<file path="config.mk">
export PLATFORM = sky130hd
export DESIGN_NAME = mine_count_flat
export DESIGN_NICKNAME = d
export VERILOG_FILES = /design/src/rtl/mine_count_if.sv /design/src/rtl/mine_count.sv /design/src/flat_wrapper.sv
export SDC_FILE = /design/constraint.sdc
export NUM_CORES = 1
export LEC_CHECK = 0
export ABC_AREA = 1
export CAP_MARGIN = 10
export CORE_MARGIN = 5
export CORE_UTILIZATION = 50
export DETAILED_ROUTE_END_ITERATION = 7
export PLACE_DENSITY = 0.72
export SLEW_MARGIN = 20
export SYNTH_ARGS = -nofsm -noshare
export SYNTH_HDL_FRONTEND = slang
export SYNTH_SLANG_ARGS = --single-unit
</file>
<file path="constraint.sdc">
create_clock -name clka -period 14.3 [get_ports clka]
set_input_delay 2.86 -clock clka [delete_from_list [all_inputs] [get_ports clka]]
set_output_delay 2.86 -clock clka [all_outputs]
set_load 0.01 [all_outputs]
</file>
<file path="src/rtl/mine_count_if.sv">
// Handshake and read-port bundle between the placement/reveal logic and mine_count.
// Optional zero_map signal exists only when MINE_COUNT_ZERO_MAP_EN is defined.
`timescale 1ns/1ps
interface mine_count_if #(
   parameter int N_ROWS = 5,
   parameter int N_COLS = 5
);
   localparam int CELLS = N_ROWS * N_COLS;
   localparam int IW    = $clog2(CELLS);

   logic             start;
   logic             place_done;
   logic [CELLS-1:0] mines;
   logic [IW-1:0]    rd_index;
   logic [3:0]       rd_count;
   logic             rd_mine;
   logic             count_busy;
   logic             wr_valid;
   logic [IW-1:0]    wr_index;
   logic [3:0]       wr_count;
   logic             count_done;
`ifdef MINE_COUNT_ZERO_MAP_EN
   logic [CELLS-1:0] zero_map;
`endif

   modport master (
      output start, place_done, mines, rd_index,
      input  rd_count, rd_mine, count_busy, wr_valid, wr_index, wr_count, count_done
`ifdef MINE_COUNT_ZERO_MAP_EN
      , input zero_map
`endif
   );

   modport slave (
      input  start, place_done, mines, rd_index,
      output rd_count, rd_mine, count_busy, wr_valid, wr_index, wr_count, count_done
`ifdef MINE_COUNT_ZERO_MAP_EN
      , output zero_map
`endif
   );
endinterface

</file>
<file path="src/rtl/mine_count.sv">
// Scans the latched mine map one cell per clock, streaming and tabulating adjacent-mine counts.
// Optional MINE_COUNT_ZERO_MAP_EN adds a per-cell "empty and zero" map for flood-fill reveal.
`timescale 1ns/1ps
module mine_count #(
   parameter int N_ROWS = 5,
   parameter int N_COLS = 5
) (
   input logic         clka,
   input logic         restart_n,
   mine_count_if.slave bus
);
   localparam int CELLS = N_ROWS * N_COLS;
   localparam int IW    = $clog2(CELLS);
   localparam int RW    = (N_ROWS > 1) ? $clog2(N_ROWS) : 1;
   localparam int CW    = (N_COLS > 1) ? $clog2(N_COLS) : 1;

   typedef enum logic [1:0] {IDLE, SCAN, DONE} state_t;

   state_t                 state_q, state_d;
   logic [IW-1:0]          idx_q, idx_d;
   logic [RW-1:0]          row_q, row_d;
   logic [CW-1:0]          col_q, col_d;
   logic [CELLS-1:0]       mine_q, mine_d;
   logic [CELLS-1:0][3:0]  tbl_q, tbl_d;
   logic                   wr_valid_q, wr_valid_d;
   logic [IW-1:0]          wr_index_q, wr_index_d;
   logic [3:0]             wr_count_q, wr_count_d;
   logic                   busy_q, busy_d;
   logic                   done_q, done_d;
`ifdef MINE_COUNT_ZERO_MAP_EN
   logic [CELLS-1:0]       zmap_q, zmap_d;
`endif

   logic [3:0] cnt;
   int         nr, nc;

   // Row/col are tracked alongside idx so neighbour bounds need no divider.
   always_comb begin
      cnt = '0;
      nr  = 0;
      nc  = 0;
      for (int dr = -1; dr <= 1; dr++) begin
         for (int dc = -1; dc <= 1; dc++) begin
            nr = int'(row_q) + dr;
            nc = int'(col_q) + dc;
            if ((dr != 0 || dc != 0) && nr >= 0 && nr < N_ROWS && nc >= 0 && nc < N_COLS)
               cnt = cnt + {3'b000, mine_q[IW'(nr * N_COLS + nc)]};
         end
      end
   end

   always_comb begin
      state_d    = state_q;
      idx_d      = idx_q;
      row_d      = row_q;
      col_d      = col_q;
      mine_d     = mine_q;
      tbl_d      = tbl_q;
      wr_valid_d = 1'b0;
      wr_index_d = '0;
      wr_count_d = '0;
      busy_d     = 1'b0;
      done_d     = 1'b0;
`ifdef MINE_COUNT_ZERO_MAP_EN
      zmap_d     = zmap_q;
`endif
      if (bus.start) begin
         state_d = IDLE;
         idx_d   = '0;
         row_d   = '0;
         col_d   = '0;
         mine_d  = '0;
         tbl_d   = '0;
`ifdef MINE_COUNT_ZERO_MAP_EN
         zmap_d  = '0;
`endif
      end else begin
         case (state_q)
            IDLE: if (bus.place_done) begin
               mine_d  = bus.mines;
               idx_d   = '0;
               row_d   = '0;
               col_d   = '0;
               busy_d  = 1'b1;
               state_d = SCAN;
            end
            SCAN: begin
               tbl_d[idx_q] = cnt;
               wr_valid_d   = 1'b1;
               wr_index_d   = idx_q;
               wr_count_d   = cnt;
`ifdef MINE_COUNT_ZERO_MAP_EN
               zmap_d[idx_q] = (cnt == 4'd0) && !mine_q[idx_q];
`endif
               if (idx_q == IW'(CELLS - 1)) begin
                  idx_d   = '0;
                  row_d   = '0;
                  col_d   = '0;
                  state_d = DONE;
               end else begin
                  busy_d = 1'b1;
                  idx_d  = idx_q + 1'b1;
                  if (col_q == CW'(N_COLS - 1)) begin
                     col_d = '0;
                     row_d = row_q + 1'b1;
                  end else begin
                     col_d = col_q + 1'b1;
                  end
               end
            end
            DONE: begin
               done_d  = 1'b1;
               state_d = IDLE;
            end
            default: state_d = IDLE;
         endcase
      end
   end

   always_ff @(posedge clka or negedge restart_n) begin
      if (!restart_n) begin
         state_q    <= IDLE;
         idx_q      <= '0;
         row_q      <= '0;
         col_q      <= '0;
         mine_q     <= '0;
         tbl_q      <= '0;
         wr_valid_q <= 1'b0;
         wr_index_q <= '0;
         wr_count_q <= '0;
         busy_q     <= 1'b0;
         done_q     <= 1'b0;
`ifdef MINE_COUNT_ZERO_MAP_EN
         zmap_q     <= '0;
`endif
      end else begin
         state_q    <= state_d;
         idx_q      <= idx_d;
         row_q      <= row_d;
         col_q      <= col_d;
         mine_q     <= mine_d;
         tbl_q      <= tbl_d;
         wr_valid_q <= wr_valid_d;
         wr_index_q <= wr_index_d;
         wr_count_q <= wr_count_d;
         busy_q     <= busy_d;
         done_q     <= done_d;
`ifdef MINE_COUNT_ZERO_MAP_EN
         zmap_q     <= zmap_d;
`endif
      end
   end

   logic [3:0] rd_count_w;
   logic       rd_mine_w;

   // Compare in 32 bits so a power-of-two CELLS does not truncate the bound.
   always_comb begin
      rd_count_w = '0;
      rd_mine_w  = 1'b0;
      if (32'(bus.rd_index) < CELLS) begin
         rd_count_w = tbl_q[bus.rd_index];
         rd_mine_w  = mine_q[bus.rd_index];
      end
   end

   assign bus.rd_count   = rd_count_w;
   assign bus.rd_mine    = rd_mine_w;
   assign bus.count_busy = busy_q;
   assign bus.wr_valid   = wr_valid_q;
   assign bus.wr_index   = wr_index_q;
   assign bus.wr_count   = wr_count_q;
   assign bus.count_done = done_q;
`ifdef MINE_COUNT_ZERO_MAP_EN
   assign bus.zero_map   = zmap_q;
`endif
endmodule

</file>
<file path="src/flat_wrapper.sv">
// flat-port wrapper written by rule: the top's interface ports become plain ports
module mine_count_flat 
#(
   parameter int N_ROWS = 5,
   parameter int N_COLS = 5
)
  (clka, restart_n, bus_start, bus_place_done, bus_mines, bus_rd_index, bus_rd_count, bus_rd_mine, bus_count_busy, bus_wr_valid, bus_wr_index, bus_wr_count, bus_count_done);
  mine_count_if #(.N_ROWS(N_ROWS), .N_COLS(N_COLS)) bus_i ();
  input logic clka;
  input logic restart_n;
  input wire logic [$bits(bus_i.start)-1:0] bus_start;
  input wire logic [$bits(bus_i.place_done)-1:0] bus_place_done;
  input wire logic [$bits(bus_i.mines)-1:0] bus_mines;
  input wire logic [$bits(bus_i.rd_index)-1:0] bus_rd_index;
  output wire logic [$bits(bus_i.rd_count)-1:0] bus_rd_count;
  output wire logic [$bits(bus_i.rd_mine)-1:0] bus_rd_mine;
  output wire logic [$bits(bus_i.count_busy)-1:0] bus_count_busy;
  output wire logic [$bits(bus_i.wr_valid)-1:0] bus_wr_valid;
  output wire logic [$bits(bus_i.wr_index)-1:0] bus_wr_index;
  output wire logic [$bits(bus_i.wr_count)-1:0] bus_wr_count;
  output wire logic [$bits(bus_i.count_done)-1:0] bus_count_done;
  assign bus_i.start = bus_start;
  assign bus_i.place_done = bus_place_done;
  assign bus_i.mines = bus_mines;
  assign bus_i.rd_index = bus_rd_index;
  assign bus_rd_count = bus_i.rd_count;
  assign bus_rd_mine = bus_i.rd_mine;
  assign bus_count_busy = bus_i.count_busy;
  assign bus_wr_valid = bus_i.wr_valid;
  assign bus_wr_index = bus_i.wr_index;
  assign bus_wr_count = bus_i.wr_count;
  assign bus_count_done = bus_i.count_done;
  mine_count #(.N_ROWS(N_ROWS), .N_COLS(N_COLS)) u_core (.clka(clka), .restart_n(restart_n), .bus(bus_i));
endmodule
</file>
==> flow_summary.toml, run 1 <==
[global_routing]
grt_pass1_wl_um = 52300
grt_max_degree = 102
track_usage = 0.268
grt.overflow.total = 0
grt_pass1_vias = 9840
grt_antenna_before_repair = 0

[floorplanning]
core_area_um2 = 21000
die_area_um2 = 24300
row_count = 53
initial_utilization = 0.507
fp.dieW_um = 156
io_pins = 51
die_y_um = 156

[detailed_routing]
routedWlPerCell_um = 18.5
remaining_drc_errors = 0
vias = 10400
first_pass_iters = 6
drt_iter0_drc = 1194
viasPerCell = 5.90
drt.antenna.violating_nets = 0
routed_wl_um = 32700

[clock_tree]
cts_hold_buf = 0
cts_tree = "done"
cts_buffers = 17
clk_path_buf_depth = 2
cts_sinks = 150
cts-root-buf = "clkbuf_16"
cts_setup_buffers = 0
post_cts_resized = 0
cts.htree.levels = 4
clk_latency_ns = 0.44
clk_pin_slew_ns = 0.06

[cells_and_area]
fillers = 2003
antennaDiodeCount = 0
drive_above_1_share = 0.0656
area_growth_pct = 11.7
nets = 1583
fin_cells = 1770

[critical_path]
setup.worst_path.end_class = "output port"
cpMaxStageDelayCell = "clkdlybuf4s50_1"
critPathRequiredTime_ns = 11.44
cp_cell_sequence = "clkdlybuf4s50_1 > inv_1 > nand2_1 > o21ai_0 > a211o_1 > a31oi_1 > nor2_1 > a31oi_1 > clkdlybuf4s50_1"
path_class = "input port to output port"
cp-start-kind = "input port"
critPathMaxStageDelay_ns = 1.11
critical-path-top-delay-family = "buffers and inverters"
arrival_ns = 6.72
critPathBufInv = 3
path_max_fanout = 33

[yosys]
synth_seq_area_share = 0.352
ys_ff_latch = 150
synth-edff-count = 0
netlist_area_um2 = 10700
synth_flop_cell = "dfrtp_1"
synthesis.nets = 1568
ys.warnings.count = 0
postSynthCellCount = 1469
yosysUniqueCellTypes = 54
async_flop_share = 1.00
avgSynthCellArea_um2 = 7.25

[run_status]
outcome = "finished clean"

[power]
ir_worst_vdd_mv = 0.105
powerDensity_nw_per_um2 = 122
p_leak_nw = 5.73

[sta]
finalCritPeriodShare = 0.670
rsz0062_at_grt = "no"
hold_viol = 0
fin_crit_ns = 9.58
fmax_ghz = 0.104
relSlewSlack = 0.267
tns_ns = 0
slew_violations = 0
worst_pin_slew_ns = 1.10
setup-violations-final = 0
skew_ns = 0.0161

[placement]
place_hpwl_um = 23200
gp_congestion = 1.01
dp.cells = 1740
io_buffers = 50

[job]
max_cap_viol_count = 0

[worst_hold_path]
min_path_type = "flip-flop to flip-flop"
Yosys cell counts (all sizes together) (8+ instances only):
cell      n  area share
nand2   370        0.13
o21ai   182       0.093
inv     153       0.054
dfrtp   150        0.35
nand3   125       0.062
nor2    113       0.041
a21oi    84       0.040
ha       57       0.067
clkbuf   43       0.015
o22ai    33       0.019
nand4    27       0.016
buf      17       0.012
xor2     17       0.015
xnor2    14       0.012
a31oi    12      0.0085
fa        8       0.015
layout make-up:
cell class                      instances  area (µm²)  area share
Clock inverter                         11         199      0.0167
Inverter                              157         589      0.0495
Clock buffer                           19         443      0.0372
Tap cell                              275         344      0.0289
Multi-Input combinational cell       1102        6020       0.506
Sequential cell                       150        3750       0.316
Timing Repair Buffer                   56         542      0.0455
where the power goes:
| part | internal (W) | total, W | leakage (nW) | switching (W) |
|---|---|---|---|---|
| combinational | 0.000161 | 0.000499 | 3.34 | 0.000338 |
| sequential | 0.000438 | 0.000450 | 2.07 | 0.0000125 |
| clock | 0.000314 | 0.000502 | 0.313 | 0.000188 |
| total | 0.000913 | 0.00145 | 5.73 | 0.000539 |
final timing paths:
check / slack [ns] / endpoint / start / cells after the start
max: 4.72 / bus_rd_count[2] / bus_rd_index[1] / 9
min: 0.48 / u_core.tbl_q[68] / u_core.tbl_q[68] / 2
max reg2reg: 5.34 / u_core.tbl_q[97] / u_core.row_q[1] / 40
min reg2reg: 0.48 / u_core.tbl_q[68] / u_core.tbl_q[68] / 2
max in group asynchronous: 10.57 / u_core.bus.wr_valid / restart_n / 2
min in group asynchronous: 2.52 / u_core.mine_q[4] / restart_n / 1
cells in the final DEF, fill, tap and decap left out, types with 22 or more instances in the layout:
master             n
a21oi_1           82
nor2_1           109
ha_1              57
o21ai_2           22
nand3_1          120
clkdlybuf4s50_1   48
dfrtp_1          150
nand4_1           27
inv_1            148
o21ai_0          140
nand2_1          362
o22ai_1           33
routing by layer:
layer	routed length [µm]	share of wire	track usage	vias up
met4	714	0.022	0.0805	0
met1	14800	0.45	0.392	4948
met3	2780	0.085	0.0555	61
li1	-	-	-	4953
met5	0	0	0	-
met2	14400	0.44	0.403	474
sequential cells by signal (all words and copies together) (netlist names):
register and count:
u_core.bus.wr_valid 1, u_core.mine_q 25, u_core.row_q 3, u_core.bus.count_busy 1
u_core.tbl_q 100, u_core.bus.wr_index 5, u_core.bus.wr_count 4, u_core.idx_q 5
u_core.bus.count_done 1, u_core.col_q 3, u_core.state_q 2
logic make-up after synthesis:
kind of cell    Yosys count  share of synthesized area
compound gates          343                      0.186
xor+xnor                 31                     0.0262
fa+ha+maj                65                     0.0820
buf+inv                 217                     0.0825
flops                   150                      0.352
mux                       8                    0.00799
simple gates            655                      0.263
tightest hold or removal path: stages (launching register included):
cell     delay (ns)
dfrtp_1        0.34
nand2_1        0.05
nand2_1        0.06
per-stage QoR:
stage / hold WS [ns] / utilization / total power [W] / instance area (µm²) / worst slack, ns
after floorplan: 0.444 / - / 0.000794 / 10700 / 6.85
after global placement: 0.459 / 0.535 / 0.000933 / 11300 / 5.03
after detailed placement: 0.462 / 0.535 / 0.000940 / 11300 / 4.89
after CTS: 0.479 / 0.566 / 0.00144 / 11900 / 4.89
after global routing: 0.497 / 0.566 / 0.00153 / 11900 / 4.63
final: 0.476 / 0.566 / 0.00145 / 11900 / 4.72
Power figures use the tool's default switching activity.
==> run 2: changes to the inputs <==
- clock period: 14.3 -> 9.5 ns (I/O delays scaled with it)
==> flow_summary.toml, run 2 (synthesis results as in run 1) <==
[detailed_routing]
routedWlPerCell_um = 18.1
remaining_drc_errors = 0
first_pass_iters = 6
vias = 10400
viasPerCell = 5.85
routed_wl_um = 32100
drt_iter0_drc = 1201
drt.antenna.violating_nets = 0

[global_routing]
grt.overflow.total = 0
grt_antenna_before_repair = 0
grt_max_degree = 79
track_usage = 0.265
grt_pass1_wl_um = 51300
grt_pass1_vias = 9794

[worst_hold_path]
min_path_type = "flip-flop to flip-flop"

[floorplanning]
fp.dieW_um = 156
io_pins = 51
row_count = 53
initial_utilization = 0.507
core_area_um2 = 21000
die_area_um2 = 24300
die_y_um = 156

[placement]
gp_congestion = 0.930
dpl_cell_area_um2 = 11300
place_hpwl_um = 22800
post-place-ws_ns = 1.12
io_buffers = 50

[clock_tree]
cts_buffers = 17
cts.htree.levels = 4
clk_path_buf_depth = 2
clk_latency_ns = 0.43
cts-root-buf = "clkbuf_16"
post_cts_resized = 0
cts_sinks = 150
cts_setup_buffers = 0
clk_pin_slew_ns = 0.07
cts_hold_buf = 0
cts_tree = "done"

[cells_and_area]
area_growth_pct = 12.0
regMostFlops = "u_core.tbl_q"
antennaDiodeCount = 0
largest_registers = "u_core.tbl_q x100, u_core.mine_q x25"
nets = 1589
fin_area_um2 = 11900
final_cell_mix = "362 x nand2_1, 150 x dfrtp_1, 148 x inv_1"
mostFrequentLayoutCell = "nand2_1"
largest_reg_flops = 100
final_util = 0.567
drive_above_1_share = 0.0692

[power]
p_sw_w = 0.000818
pwr-share-clk = 0.340
p_leak_nw = 5.74
ir_worst_vdd_mv = 0.139
seq_power_share = 0.313
p_int_w = 0.00134
powerDensity_nw_per_um2 = 181
p_sw_frac = 0.379
combPwrFrac = 0.346

[sta]
fin_crit_ns = 8.44
setup-violations-final = 0
finalCritPeriodShare = 0.889
hold_viol = 0
rsz0062_at_grt = "no"
worst_pin_slew_ns = 0.899
fin_ws_ns = 1.06
slew_violations = 0
relSlewSlack = 0.398
fmax_ghz = 0.118
skew_ns = 0.00905
holdWs_ns = 0.480
tns_ns = 0

[job]
max_cap_viol_count = 0

[critical_path]
critical-path-top-delay-family = "adder cells"
setup.worst_path.end_class = "flip-flop"
cpMaxStageDelayCell = "ha_1"
path_class = "flip-flop to flip-flop"
crit_top_cell = "ha_1"
critPathMaxStageDelay_ns = 0.60
critPathRequiredTime_ns = 9.79
r2r_slack_ns = 1.06
cp-start-kind = "flip-flop"
path_max_fanout = 26
critPathBufInv = 6
arrival_ns = 8.74

[run_status]
outcome = "finished clean"
[run 2: final timing paths]
| kind | cells past startpoint | from | endpoint |
|---|---|---|---|
| max reg2reg | 40 | u_core.row_q[1] | u_core.tbl_q[13] |
| min in group asynchronous | 1 | restart_n | u_core.mine_q[3] |
| max | 40 | u_core.row_q[1] | u_core.tbl_q[13] |
| max in group asynchronous | 2 | restart_n | u_core.col_q[0] |
| min reg2reg | 2 | u_core.tbl_q[87] | u_core.tbl_q[87] |
| min | 2 | u_core.tbl_q[87] | u_core.tbl_q[87] |
[run 2: area by class of cell]
type                    instances  area [µm²]
clock buffers                  21         460
clock inverters                11         163
fillers                      1924        9100
inverters                     157         589
multi-input cells            1102        6020
flip-flops and latches        150        3750
well taps                     275         344
repair buffers                 62         591
[run 2: worst reg2reg max path, delay by kind of cell, from the launching register on]
family                   cells  cell delay [ns]
adder cells (fa/ha/maj)     11             3.46
AND/OR/NAND/NOR             14             1.91
buffers and inverters        6             1.23
AO/OA/AOI/OAI                7             0.75
flip-flops                   1             0.44
XOR/XNOR                     1             0.40
multiplexers                 1             0.12
[run 2: stage by stage]
step / instances / total power (W)
finish: 1778 / 0.00216
global placement: 1746 / 0.00140
global route: 1778 / 0.00227
CTS: 1778 / 0.00214
detailed placement: 1746 / 0.00141
floorplan: 1469 / 0.00119
[run 2: metal layers]
| layer | vias to the layer above | share of wire | global-route usage |
|---|---|---|---|
| met3 | 66 | 0.087 | 0.0624 |
| met5 | - | 0 | 0 |
| li1 | 4961 | - | - |
| met4 | 0 | 0.024 | 0.0875 |
| met2 | 507 | 0.45 | 0.404 |
| met1 | 4875 | 0.44 | 0.373 |
[run 2: power by group through the flow]
stage	combinational [W]	clock [W]	sequential [W]
after floorplan	0.000512	0	0.000683
after global placement	0.000715	0	0.000686
after detailed placement	0.000724	0	0.000687
after CTS	0.000730	0.000737	0.000675
after global routing	0.000829	0.000765	0.000677
final	0.000747	0.000734	0.000676
